File: config.mk
export PLATFORM = sky130hd
export DESIGN_NAME = usb_tx_flat
export DESIGN_NICKNAME = d
export VERILOG_FILES = /design/src/rtl/usb_tx_if.sv /design/src/rtl/usb_tx.sv /design/src/flat_wrapper.sv
export SDC_FILE = /design/constraint.sdc
export NUM_CORES = 1
export LEC_CHECK = 0
export CORE_MARGIN = 1
export CORE_UTILIZATION = 57
export CTS_CLUSTER_SIZE = 20
export DETAILED_ROUTE_END_ITERATION = 6
export PLACE_DENSITY_LB_ADDON = 0.25
export RECOVER_POWER = 100
export SLEW_MARGIN = 30
export SYNTH_ARGS = -nofsm -noshare
export SYNTH_HDL_FRONTEND = slang
export SYNTH_SLANG_ARGS = --single-unit
File: constraint.sdc
create_clock -name clk -period 3.85 [get_ports clk]
set_input_delay 0.9625 -clock clk [delete_from_list [all_inputs] [get_ports clk]]
set_output_delay 0.9625 -clock clk [all_outputs]
set_load 0.01 [all_outputs]
File: src/rtl/usb_tx_if.sv
// Request/buffer/line bundle between a USB transmitter and the logic that feeds it.
// The master side supplies packet requests and TX buffer state; the slave side is the transmitter.
interface usb_tx_if;
  logic [2:0] tx_packet;
  logic [7:0] tx_packet_data;
  logic [6:0] buffer_occupancy;
  logic       get_tx_packet_data;
  logic       dplus_out;
  logic       dminus_out;
  logic       tx_transfer_active;
  logic       tx_error;

  modport master (
    output tx_packet, tx_packet_data, buffer_occupancy,
    input  get_tx_packet_data, dplus_out, dminus_out, tx_transfer_active, tx_error
  );

  modport slave (
    input  tx_packet, tx_packet_data, buffer_occupancy,
    output get_tx_packet_data, dplus_out, dminus_out, tx_transfer_active, tx_error
  );
endinterface

File: src/rtl/usb_tx.sv
// USB full-speed packet transmitter: SYNC, PID, payload, CRC16, NRZI, bit stuffing and EOP.
// Define USB_TX_ERR_EN to enable the tx_error pulse for ignored requests and truncated payloads.
module usb_tx #(
  parameter int unsigned CLKS_PER_BIT = 8,
  parameter int unsigned MAX_PAYLOAD  = 64
) (
  input logic   clk,
  input logic   n_rst,
  usb_tx_if.slave bus
);

  localparam int unsigned CntW  = (CLKS_PER_BIT > 1) ? $clog2(CLKS_PER_BIT) : 1;
  localparam int unsigned ByteW = $clog2(MAX_PAYLOAD + 1);

  typedef enum logic [2:0] {StIdle, StSync, StPid, StData, StCrc, StEop} state_e;

  state_e            state_q, state_d, nxt_state;
  logic [CntW-1:0]   cnt_q, cnt_d;
  logic [3:0]        idx_q, idx_d, nxt_idx;
  logic              stuff_q, stuff_d;
  logic [2:0]        ones_q, ones_d;
  logic              level_q, level_d;
  logic              se0_q, se0_d;
  logic [3:0]        pid_q, pid_d, req_pid;
  logic [7:0]        byte_q, byte_d;
  logic [15:0]       crc_q, crc_d;
  logic [ByteW-1:0]  bytes_q, bytes_d;
  logic              more_q, more_d;

  logic       accept, boundary, is_data_pid, byte_check, room, pop, tx_bit, send;
  logic [7:0] pid_byte;

  assign accept      = (bus.tx_packet != 3'd0) && (bus.tx_packet <= 3'd5);
  assign boundary    = (state_q != StIdle) && (cnt_q == CntW'(CLKS_PER_BIT - 1));
  assign is_data_pid = (pid_q == 4'h3) || (pid_q == 4'hB);
  assign pid_byte    = {~pid_q, pid_q};
  // First cycle of the period carrying bit 7 of the PID or of a payload byte.
  assign byte_check  = ((state_q == StPid) || (state_q == StData)) && (idx_q == 4'd7) &&
                       !stuff_q && (cnt_q == '0);
  assign room        = bytes_q < ByteW'(MAX_PAYLOAD);
  assign pop         = byte_check && is_data_pid && (bus.buffer_occupancy != 7'd0) && room;

  always_comb begin
    unique case (bus.tx_packet)
      3'd1:    req_pid = 4'h3;
      3'd2:    req_pid = 4'hB;
      3'd3:    req_pid = 4'h2;
      3'd4:    req_pid = 4'hA;
      default: req_pid = 4'hE;
    endcase
  end

  // Position of the next real (non-stuffed) bit after the current one.
  always_comb begin
    nxt_state = state_q;
    nxt_idx   = idx_q + 4'd1;
    case (state_q)
      StSync: if (idx_q == 4'd7) begin nxt_state = StPid; nxt_idx = '0; end
      StPid: begin
        if (idx_q == 4'd7) begin
          nxt_idx   = '0;
          nxt_state = more_q ? StData : (is_data_pid ? StCrc : StEop);
        end
      end
      StData: if (idx_q == 4'd7) begin nxt_state = more_q ? StData : StCrc; nxt_idx = '0; end
      StCrc:  if (idx_q == 4'd15) begin nxt_state = StEop; nxt_idx = '0; end
      StEop:  if (idx_q == 4'd2) begin nxt_state = StIdle; nxt_idx = '0; end
      default: begin nxt_state = StIdle; nxt_idx = '0; end
    endcase
  end

  always_comb begin
    state_d = state_q;
    cnt_d   = cnt_q;
    idx_d   = idx_q;
    stuff_d = stuff_q;
    ones_d  = ones_q;
    level_d = level_q;
    se0_d   = se0_q;
    pid_d   = pid_q;
    byte_d  = byte_q;
    crc_d   = crc_q;
    bytes_d = bytes_q;
    more_d  = more_q;
    tx_bit  = 1'b1;
    send    = 1'b0;
    if (state_q == StIdle) begin
      cnt_d = '0;
      if (accept) begin
        state_d = StSync;
        idx_d   = '0;
        stuff_d = 1'b0;
        ones_d  = '0;
        level_d = 1'b0;  // first SYNC bit is a 0, so J turns into K
        se0_d   = 1'b0;
        bytes_d = '0;
        more_d  = 1'b0;
        pid_d   = req_pid;
      end
    end else begin
      cnt_d = boundary ? '0 : cnt_q + CntW'(1);
      if (byte_check) begin
        more_d = pop;
        if (pop) begin
          byte_d  = bus.tx_packet_data;
          bytes_d = bytes_q + ByteW'(1);
        end
      end
      if (boundary) begin
        if ((ones_q == 3'd6) && (state_q != StEop)) begin
          stuff_d = 1'b1;
          ones_d  = '0;
          level_d = ~level_q;
        end else begin
          stuff_d = 1'b0;
          state_d = nxt_state;
          idx_d   = nxt_idx;
          case (nxt_state)
            StSync: begin send = 1'b1; tx_bit = (nxt_idx == 4'd7); end
            StPid: begin
              send   = 1'b1;
              tx_bit = pid_byte[nxt_idx[2:0]];
              if (nxt_idx == 4'd0) crc_d = 16'hFFFF;
            end
            StData: begin
              send   = 1'b1;
              tx_bit = byte_q[nxt_idx[2:0]];
              // LSB-first CRC16: 0xA001 is polynomial 0x8005 bit-reversed.
              crc_d  = {1'b0, crc_q[15:1]} ^ ((tx_bit ^ crc_q[0]) ? 16'hA001 : 16'h0000);
            end
            StCrc: begin
              send   = 1'b1;
              tx_bit = ~crc_q[0];
              crc_d  = {1'b0, crc_q[15:1]};
            end
            StEop: begin
              se0_d   = (nxt_idx != 4'd2);
              level_d = 1'b1;
              ones_d  = '0;
            end
            default: begin
              se0_d   = 1'b0;
              level_d = 1'b1;
              ones_d  = '0;
            end
          endcase
          if (send) begin
            level_d = tx_bit ? level_q : ~level_q;
            ones_d  = tx_bit ? ones_q + 3'd1 : 3'd0;
          end
        end
      end
    end
  end

  always_ff @(posedge clk) begin
    if (n_rst) begin
      state_q <= StIdle;
      cnt_q   <= '0;
      idx_q   <= '0;
      stuff_q <= 1'b0;
      ones_q  <= '0;
      level_q <= 1'b1;
      se0_q   <= 1'b0;
      pid_q   <= '0;
      byte_q  <= '0;
      crc_q   <= '0;
      bytes_q <= '0;
      more_q  <= 1'b0;
    end else begin
      state_q <= state_d;
      cnt_q   <= cnt_d;
      idx_q   <= idx_d;
      stuff_q <= stuff_d;
      ones_q  <= ones_d;
      level_q <= level_d;
      se0_q   <= se0_d;
      pid_q   <= pid_d;
      byte_q  <= byte_d;
      crc_q   <= crc_d;
      bytes_q <= bytes_d;
      more_q  <= more_d;
    end
  end

  assign bus.dplus_out          = ~se0_q & level_q;
  assign bus.dminus_out         = ~se0_q & ~level_q;
  assign bus.tx_transfer_active = (state_q != StIdle);
  assign bus.get_tx_packet_data = pop;

`ifdef USB_TX_ERR_EN
  logic err_q, err_d;

  assign err_d = ((state_q != StIdle) && (bus.tx_packet != 3'd0)) ||
                 ((state_q == StIdle) && (bus.tx_packet >= 3'd6)) ||
                 (byte_check && is_data_pid && (bus.buffer_occupancy != 7'd0) && !room);

  always_ff @(posedge clk) begin
    if (n_rst) err_q <= 1'b0;
    else       err_q <= err_d;
  end

  assign bus.tx_error = err_q;
`else
  assign bus.tx_error = 1'b0;
`endif

endmodule

File: src/flat_wrapper.sv
// flat-port wrapper written by rule: the top's interface ports become plain ports
module usb_tx_flat 
#(
  parameter int unsigned CLKS_PER_BIT = 8,
  parameter int unsigned MAX_PAYLOAD  = 64
)
  (clk, n_rst, bus_tx_packet, bus_tx_packet_data, bus_buffer_occupancy, bus_get_tx_packet_data, bus_dplus_out, bus_dminus_out, bus_tx_transfer_active, bus_tx_error);
  usb_tx_if bus_i ();
  input logic clk;
  input logic n_rst;
  input wire logic [$bits(bus_i.tx_packet)-1:0] bus_tx_packet;
  input wire logic [$bits(bus_i.tx_packet_data)-1:0] bus_tx_packet_data;
  input wire logic [$bits(bus_i.buffer_occupancy)-1:0] bus_buffer_occupancy;
  output wire logic [$bits(bus_i.get_tx_packet_data)-1:0] bus_get_tx_packet_data;
  output wire logic [$bits(bus_i.dplus_out)-1:0] bus_dplus_out;
  output wire logic [$bits(bus_i.dminus_out)-1:0] bus_dminus_out;
  output wire logic [$bits(bus_i.tx_transfer_active)-1:0] bus_tx_transfer_active;
  output wire logic [$bits(bus_i.tx_error)-1:0] bus_tx_error;
  assign bus_i.tx_packet = bus_tx_packet;
  assign bus_i.tx_packet_data = bus_tx_packet_data;
  assign bus_i.buffer_occupancy = bus_buffer_occupancy;
  assign bus_get_tx_packet_data = bus_i.get_tx_packet_data;
  assign bus_dplus_out = bus_i.dplus_out;
  assign bus_dminus_out = bus_i.dminus_out;
  assign bus_tx_transfer_active = bus_i.tx_transfer_active;
  assign bus_tx_error = bus_i.tx_error;
  usb_tx #(.CLKS_PER_BIT(CLKS_PER_BIT), .MAX_PAYLOAD(MAX_PAYLOAD)) u_core (.clk(clk), .n_rst(n_rst), .bus(bus_i));
endmodule
==> impl_metrics.env, run 1 <==
export IMPL_status="completed"
export IMPL_path_class="input port to primary output"
export IMPL_final_cell_mix="59 x nor2_1, 52 x dfxtp_1, 37 x nand2_1"
export IMPL_path_cells="clkdlybuf4s50_1, nor3_1, a211oi_1, or3b_2, inv_1, clkdlybuf4s25_1"
export IMPL_p_per_area_nw_per_um2=353
export IMPL_slowest_delay_ns=0.49
export IMPL_setup_tns_ns=0
export IMPL_syn_area_um2=2840
export IMPL_clkTransAtPathRegs_ns=0.09
export IMPL_fin_crit_sh_pct=92.4
export IMPL_area_growth_pct=12.9
export IMPL_routed_wl_um=6010
export IMPL_ant_nets=0
export IMPL_io_pins=25
export IMPL_final_area_um2=3200
export IMPL_crit_fanout=2
export IMPL_cp_required_ns=2.89
export IMPL_route_detailed_drc=0
export IMPL_cts_tree="done"
export IMPL_drt_first_pass_iters=4
export IMPL_grt_max_degree=36
export IMPL_hpwlAfterDp_um=4320
export IMPL_port_buffers=23
export IMPL_avgRoutedWirePerCell_um=13.6
export IMPL_drv_cap=0
export IMPL_cp_slowest_cell="or3b_2"
export IMPL_critPathLaunchType="input port"
export IMPL_core_area_um2=4750
export IMPL_seq_area_frac_synth_pct=36.7
export IMPL_gr_total_overflow=0
export IMPL_timing_fmax_ghz=0.281
export IMPL_die_h_um=72.5
export IMPL_nNetsFinal=401
export IMPL_cts_made_buffers=5
export IMPL_worst_setup_path_end_kind="primary output"
export IMPL_finClkSkew_ns=0.00686
export IMPL_relSlewSlack_pct=1.02
export IMPL_antenna_found_initial=0
export IMPL_rsz0062_at_grt="no"
export IMPL_post_cts_setup_buffer_count=0
export IMPL_drt_iter0_drc=217
export IMPL_gp_congestion=0.950
export IMPL_grt_first_pass_wirelength_um=10300
export IMPL_power_leakage_nw=1.15
export IMPL_track_usage_pct=25.1
export IMPL_cp_arrival_ns=2.59
export IMPL_hp_class="flip-flop to flip-flop"
export IMPL_yosys_register_bits=52
export IMPL_fin_crit_ns=3.56
export IMPL_syn_area_per_cell_um2=7.97
export IMPL_layout_commonest_cell="nor2_1"
export IMPL_ys_warn_count=0
export IMPL_dieArea_um2=5260
export IMPL_synth_cells=356
export IMPL_synth_edff_count=0
export IMPL_tightest_slew_ns=1.48
export IMPL_row_count=25
export IMPL_clockRootBuffer="clkbuf_8"
export IMPL_cts_resized=0
export IMPL_syn_nets=384
export IMPL_num_vias=2561
export IMPL_synthArstFlopShare_pct=0
export IMPL_grt_pass1_vias=2294
export IMPL_ys_flop_type="dfxtp_1"
export IMPL_start_util_pct=59.7
export IMPL_h_tree_depth=2
export IMPL_drive_gt1_share_pct=7.75
export IMPL_antenna_cells=0
export IMPL_viasPerCell=5.81
export IMPL_hold_viol=0
export IMPL_fp_dieW_um=72.5
export IMPL_clk_latency_ns=0.31
export IMPL_holdBufCountCts=0
export IMPL_cts_sinks=52
export IMPL_slew_violations=0
export IMPL_postPlaceCellArea_um2=3100
export IMPL_clockBufferDepth=2
export IMPL_synth_distinct_cells=65
export IMPL_vdd_drop_max_mv=0.178
export IMPL_finalSetupViolations=0
-- power by group --
group	total, mW	leakage [nW]	switching (mW)	internal (mW)
Combinational	0.124	0.665	0.0687	0.0548
Sequential	0.556	0.420	0.00986	0.546
Clock	0.451	0.0687	0.190	0.262
Total	1.13	1.15	0.268	0.863
-- through the flow --
| step | setup slack (ns) | cells | util [%] | total power, mW | hold slack [ns] |
|---|---|---|---|---|---|
| 5_1_grt | 0.190 | 441 | 67.3 | 1.18 | 0.486 |
| 3_5_place_dp | 0.0776 | 433 | 65.3 | 0.698 | 0.451 |
| 2_1_floorplan | 0.787 | 356 | - | 0.644 | 0.431 |
| 4_1_cts | 0.0579 | 441 | 68.2 | 1.15 | 0.464 |
| 6_report | 0.294 | 441 | 67.3 | 1.13 | 0.461 |
| 3_3_place_gp | 0.0475 | 433 | 65.3 | 0.694 | 0.441 |
-- registers in the layout, summed over array words and instances (netlist names) --
signal	count
u_core.crc_q	16
u_core.byte_q	8
u_core.bytes_q	7
u_core.idx_q	4
u_core.pid_q	4
u_core.cnt_q	3
u_core.ones_q	3
u_core.state_q	3
u_core.level_q	1
u_core.more_q	1
u_core.se0_q	1
u_core.stuff_q	1
-- worst max-delay path, delay by kind of cell --
kind,cells,cell delay (ns)
simple gates,2,0.54
buf+inv,3,0.87
compound gates,1,0.22
-- cell usage after synthesis, types with 2 or more instances --
cell       number  area share (%)
nor2_1         59             7.8
dfxtp_1        52              37
nand2_1        37             4.9
a21oi_1        28             4.9
a211oi_1       18             4.8
o21ai_0        12             2.1
inv_1          11             1.5
nand3_1        10             1.8
nor3_1         10             1.8
clkbuf_1        9             1.2
ha_1            8             3.5
and2_1          6             1.3
nor2b_1         6             1.3
buf_2           5            0.88
nand2b_1        5             1.1
buf_4           4             1.1
mux2i_1         4             1.4
xor2_1          4             1.2
a31oi_1         3            0.66
nor4_1          3            0.66
o21ai_1         3            0.53
or2_2           3            0.66
a2111oi_0       2            0.62
a2111oi_2       2             1.1
a22o_1          2            0.62
and3_1          2            0.44
buf_1           2            0.26
nand3b_1        2            0.53
nor3b_1         2            0.53
o2111ai_1       2            0.62
o21ai_2         2            0.62
o221a_2         2            0.79
or3_4           2            0.79
or3b_1          2            0.62
xnor2_1         2            0.62
-- cell type report --
cell class	instances	area [um^2]
clock inverters	3	68.8
well taps	67	83.8
inverters	12	45.0
fillers	424	1550
clock buffers	5	68.8
repair buffers	31	279
flip-flops and latches	52	1040
multi-input cells	271	1620
-- per-layer routing --
metal	share of wire, %	track usage, %
met2	46	39.7
met3	6.4	5.14
met1	47	33.6
met4	1.3	9.37
met5	0	0
-- final timing paths --
kind                                                    start                            end  slack, ns  cells past startpoint
worst max-delay path                  bus_buffer_occupancy[1]         bus_get_tx_packet_data       0.29                      6
worst min-delay path            u_core.byte_q[7]$_SDFFE_PP0P_  u_core.byte_q[7]$_SDFFE_PP0P_       0.46                      2
worst max register to register   u_core.idx_q[0]$_SDFFE_PP0P_   u_core.crc_q[0]$_SDFFE_PP0P_       0.44                     10
worst min register to register  u_core.byte_q[7]$_SDFFE_PP0P_  u_core.byte_q[7]$_SDFFE_PP0P_       0.46                      2
-- kinds of logic after synthesis --
| group | Yosys count | synth area share, % |
|---|---|---|
| adder cells (fa/ha/maj) | 8 | 3.53 |
| AO/OA/AOI/OAI | 95 | 23.6 |
| multiplexers | 4 | 1.41 |
| buffers and inverters | 33 | 5.38 |
| other | 1 | 0.132 |
| AND/OR/NAND/NOR | 157 | 27.3 |
| XOR/XNOR | 6 | 1.85 |
| flip-flops | 52 | 36.7 |
No activity file was read; power rests on OpenSTA's default activity.
==> inputs of run 2 (changes only) <==
Settings changed: TNS_END_PERCENT set to 30.
==> results of run 2 <==
No change in the layout: final DEF, timing and power equal those of run 1.
==> inputs of run 3 (changes only) <==
Settings changed: PLACE_DENSITY set to 0.89, PLACE_DENSITY_LB_ADDON 0.25 to unset.
==> impl_metrics.env, run 3 (synthesis results as in run 1) <==
export IMPL_path_class="input port to primary output"
export IMPL_die_h_um=72.5
export IMPL_drv_cap=1
export IMPL_clkTransAtPathRegs_ns=0.10
export IMPL_grt_first_pass_wirelength_um=10300
export IMPL_ant_nets=0
export IMPL_drt_first_pass_iters=4
export IMPL_fin_crit_ns=3.75
export IMPL_p_per_area_nw_per_um2=315
export IMPL_relSlewSlack_pct=-11.3
export IMPL_slowest_delay_ns=0.54
export IMPL_dp_slack_ns=0.0159
export IMPL_clockRootBuffer="clkbuf_8"
export IMPL_setup_tns_ns=0
export IMPL_cts_tree="done"
export IMPL_layout_commonest_cell="nor2_1"
export IMPL_antenna_cells=0
export IMPL_row_count=25
export IMPL_route_detailed_drc=0
export IMPL_r2r_cells=9
export IMPL_cp_arrival_ns=2.79
export IMPL_power_leakage_nw=1.13
export IMPL_finalSetupViolations=0
export IMPL_gp_congestion=0.909
export IMPL_cp_slowest_cell="clkdlybuf4s50_1"
export IMPL_finClkSkew_ns=0.0134
export IMPL_path_buf_inv=3
export IMPL_hp_class="flip-flop to flip-flop"
export IMPL_whs_ns=0.466
export IMPL_drt_iter0_drc=315
export IMPL_post_cts_setup_buffer_count=0
export IMPL_avgRoutedWirePerCell_um=13.7
export IMPL_n_fill_cell=416
export IMPL_antenna_found_initial=0
export IMPL_fp_dieW_um=72.5
export IMPL_critPathLaunchType="input port"
export IMPL_utilization_pct=66.3
export IMPL_io_pins=25
export IMPL_slew_violations=40
export IMPL_cp_required_ns=2.89
export IMPL_ff2ff_setup_slack_ns=0.16
export IMPL_num_vias=2546
export IMPL_cts_made_buffers=5
export IMPL_crit_top_cell="clkdlybuf4s50_1"
export IMPL_violations="capacitance limit, slew limit"
export IMPL_clk_latency_ns=0.31
export IMPL_grt_max_degree=40
export IMPL_biggestRegsByFlops="u_core.crc_q x16, u_core.byte_q x8, u_core.bytes_q x7"
export IMPL_setup_ws_ns=0.0977
export IMPL_final_cell_mix="59 x nor2_1, 52 x dfxtp_1, 37 x nand2_1"
export IMPL_port_buffers=23
export IMPL_start_util_pct=59.7
export IMPL_largest_reg_flops=16
export IMPL_r2r_end="u_core.ones_q[1]$_SDFFE_PP0P_"
export IMPL_multiInputGateArea_um2=1620
export IMPL_crit_fanout=2
export IMPL_drive_gt1_share_pct=7.51
export IMPL_clockBufferDepth=2
export IMPL_fin_crit_sh_pct=97.5
export IMPL_reg2reg_from="u_core.state_q[2]$_SDFFE_PP0P_"
export IMPL_dieArea_um2=5260
export IMPL_seq_area_um2=1040
export IMPL_path_delay_family="buffers and inverters"
export IMPL_cts_sinks=52
export IMPL_worst_setup_path_end_kind="primary output"
export IMPL_area_growth_pct=11.1
export IMPL_totalPowerFinal_uw=992
export IMPL_hp_start="u_core.byte_q[6]$_SDFFE_PP0P_"
export IMPL_regMostFlops="u_core.crc_q"
export IMPL_rsz0062_at_grt="no"
export IMPL_timing_fmax_ghz=0.267
export IMPL_routed_wl_um=6030
export IMPL_track_usage_pct=24.8
export IMPL_gr_total_overflow=0
export IMPL_status="finished with violations"
export IMPL_core_area_um2=4750
export IMPL_hpwlAfterDp_um=4280
export IMPL_hold_depth=2
export IMPL_hold_end="u_core.byte_q[6]$_SDFFE_PP0P_"
export IMPL_h_tree_depth=2
export IMPL_nNetsFinal=400
export IMPL_viasPerCell=5.79
export IMPL_tightest_slew_ns=1.67
export IMPL_path_cells="clkdlybuf4s50_1, nor3_1, a211oi_1, or3b_1, inv_1, clkdlybuf4s50_1"
export IMPL_vdd_drop_max_mv=0.279
export IMPL_grt_pass1_vias=2332
export IMPL_hold_viol=0
-- run 3: worst max path at each step --
stage                                        start                            end  slack [ns]  cells past startpoint
global route        u_core.state_q[2]$_SDFFE_PP0P_  u_core.ones_q[1]$_SDFFE_PP0P_        0.02                      9
detailed placement         bus_buffer_occupancy[1]         bus_get_tx_packet_data        0.02                      6
floorplan                  bus_buffer_occupancy[1]         bus_get_tx_packet_data        0.79                      5
CTS                        bus_buffer_occupancy[1]         bus_get_tx_packet_data       0.003                      6
finish                     bus_buffer_occupancy[1]         bus_get_tx_packet_data         0.1                      6
global placement           bus_buffer_occupancy[1]         bus_get_tx_packet_data        0.04                      6
-- run 3: area by class of cell --
class                   count  share of cell area (%)
multi-input cells         271                    51.4
flip-flops and latches     52                    33.0
repair buffers             30                    8.65
well taps                  67                    2.66
clock buffers               6                    2.30
inverters                  12                    1.43
clock inverters             2                   0.516
-- run 3: metrics by stage --
step | cells | cell area [um^2]
finish | 440 | 3150
global route | 440 | 3150
CTS | 440 | 3180
detailed placement | 432 | 3100
global placement | 432 | 3100
floorplan | 356 | 2840
-- run 3: report_power, final --
part	internal [mW]	leakage (nW)	switching, mW
Clock	0.130	0.0414	0.186
Combinational	0.0542	0.666	0.0663
Sequential	0.546	0.420	0.00985
Total	0.730	1.13	0.262
-- run 3: what timing repair did --
action / in CTS / in global routing
endpoints found under the setup margin: 0 / 1
hold buffers: 0 / 0
gates resized for setup: 0 / 1
-- run 3: worst reg2reg max path, delay by kind of cell (launching register included) --
kind	cells	cell delay, ns
DFF	1	0.46
AOI/OAI and AO/OA	5	1.11
buffers and inverters	1	0.37
and+or+nand+nor	3	1.68
-- run 3: layer usage --
metal	GRT usage [%]	vias to the layer above	share of wire, %	wire [um]
met2	39.4	84	45	2740
met4	10.9	0	2.4	142
li1	-	1292	-	-
met5	0	-	0	0
met3	4.58	16	6.8	409
met1	33.0	1154	45	2740
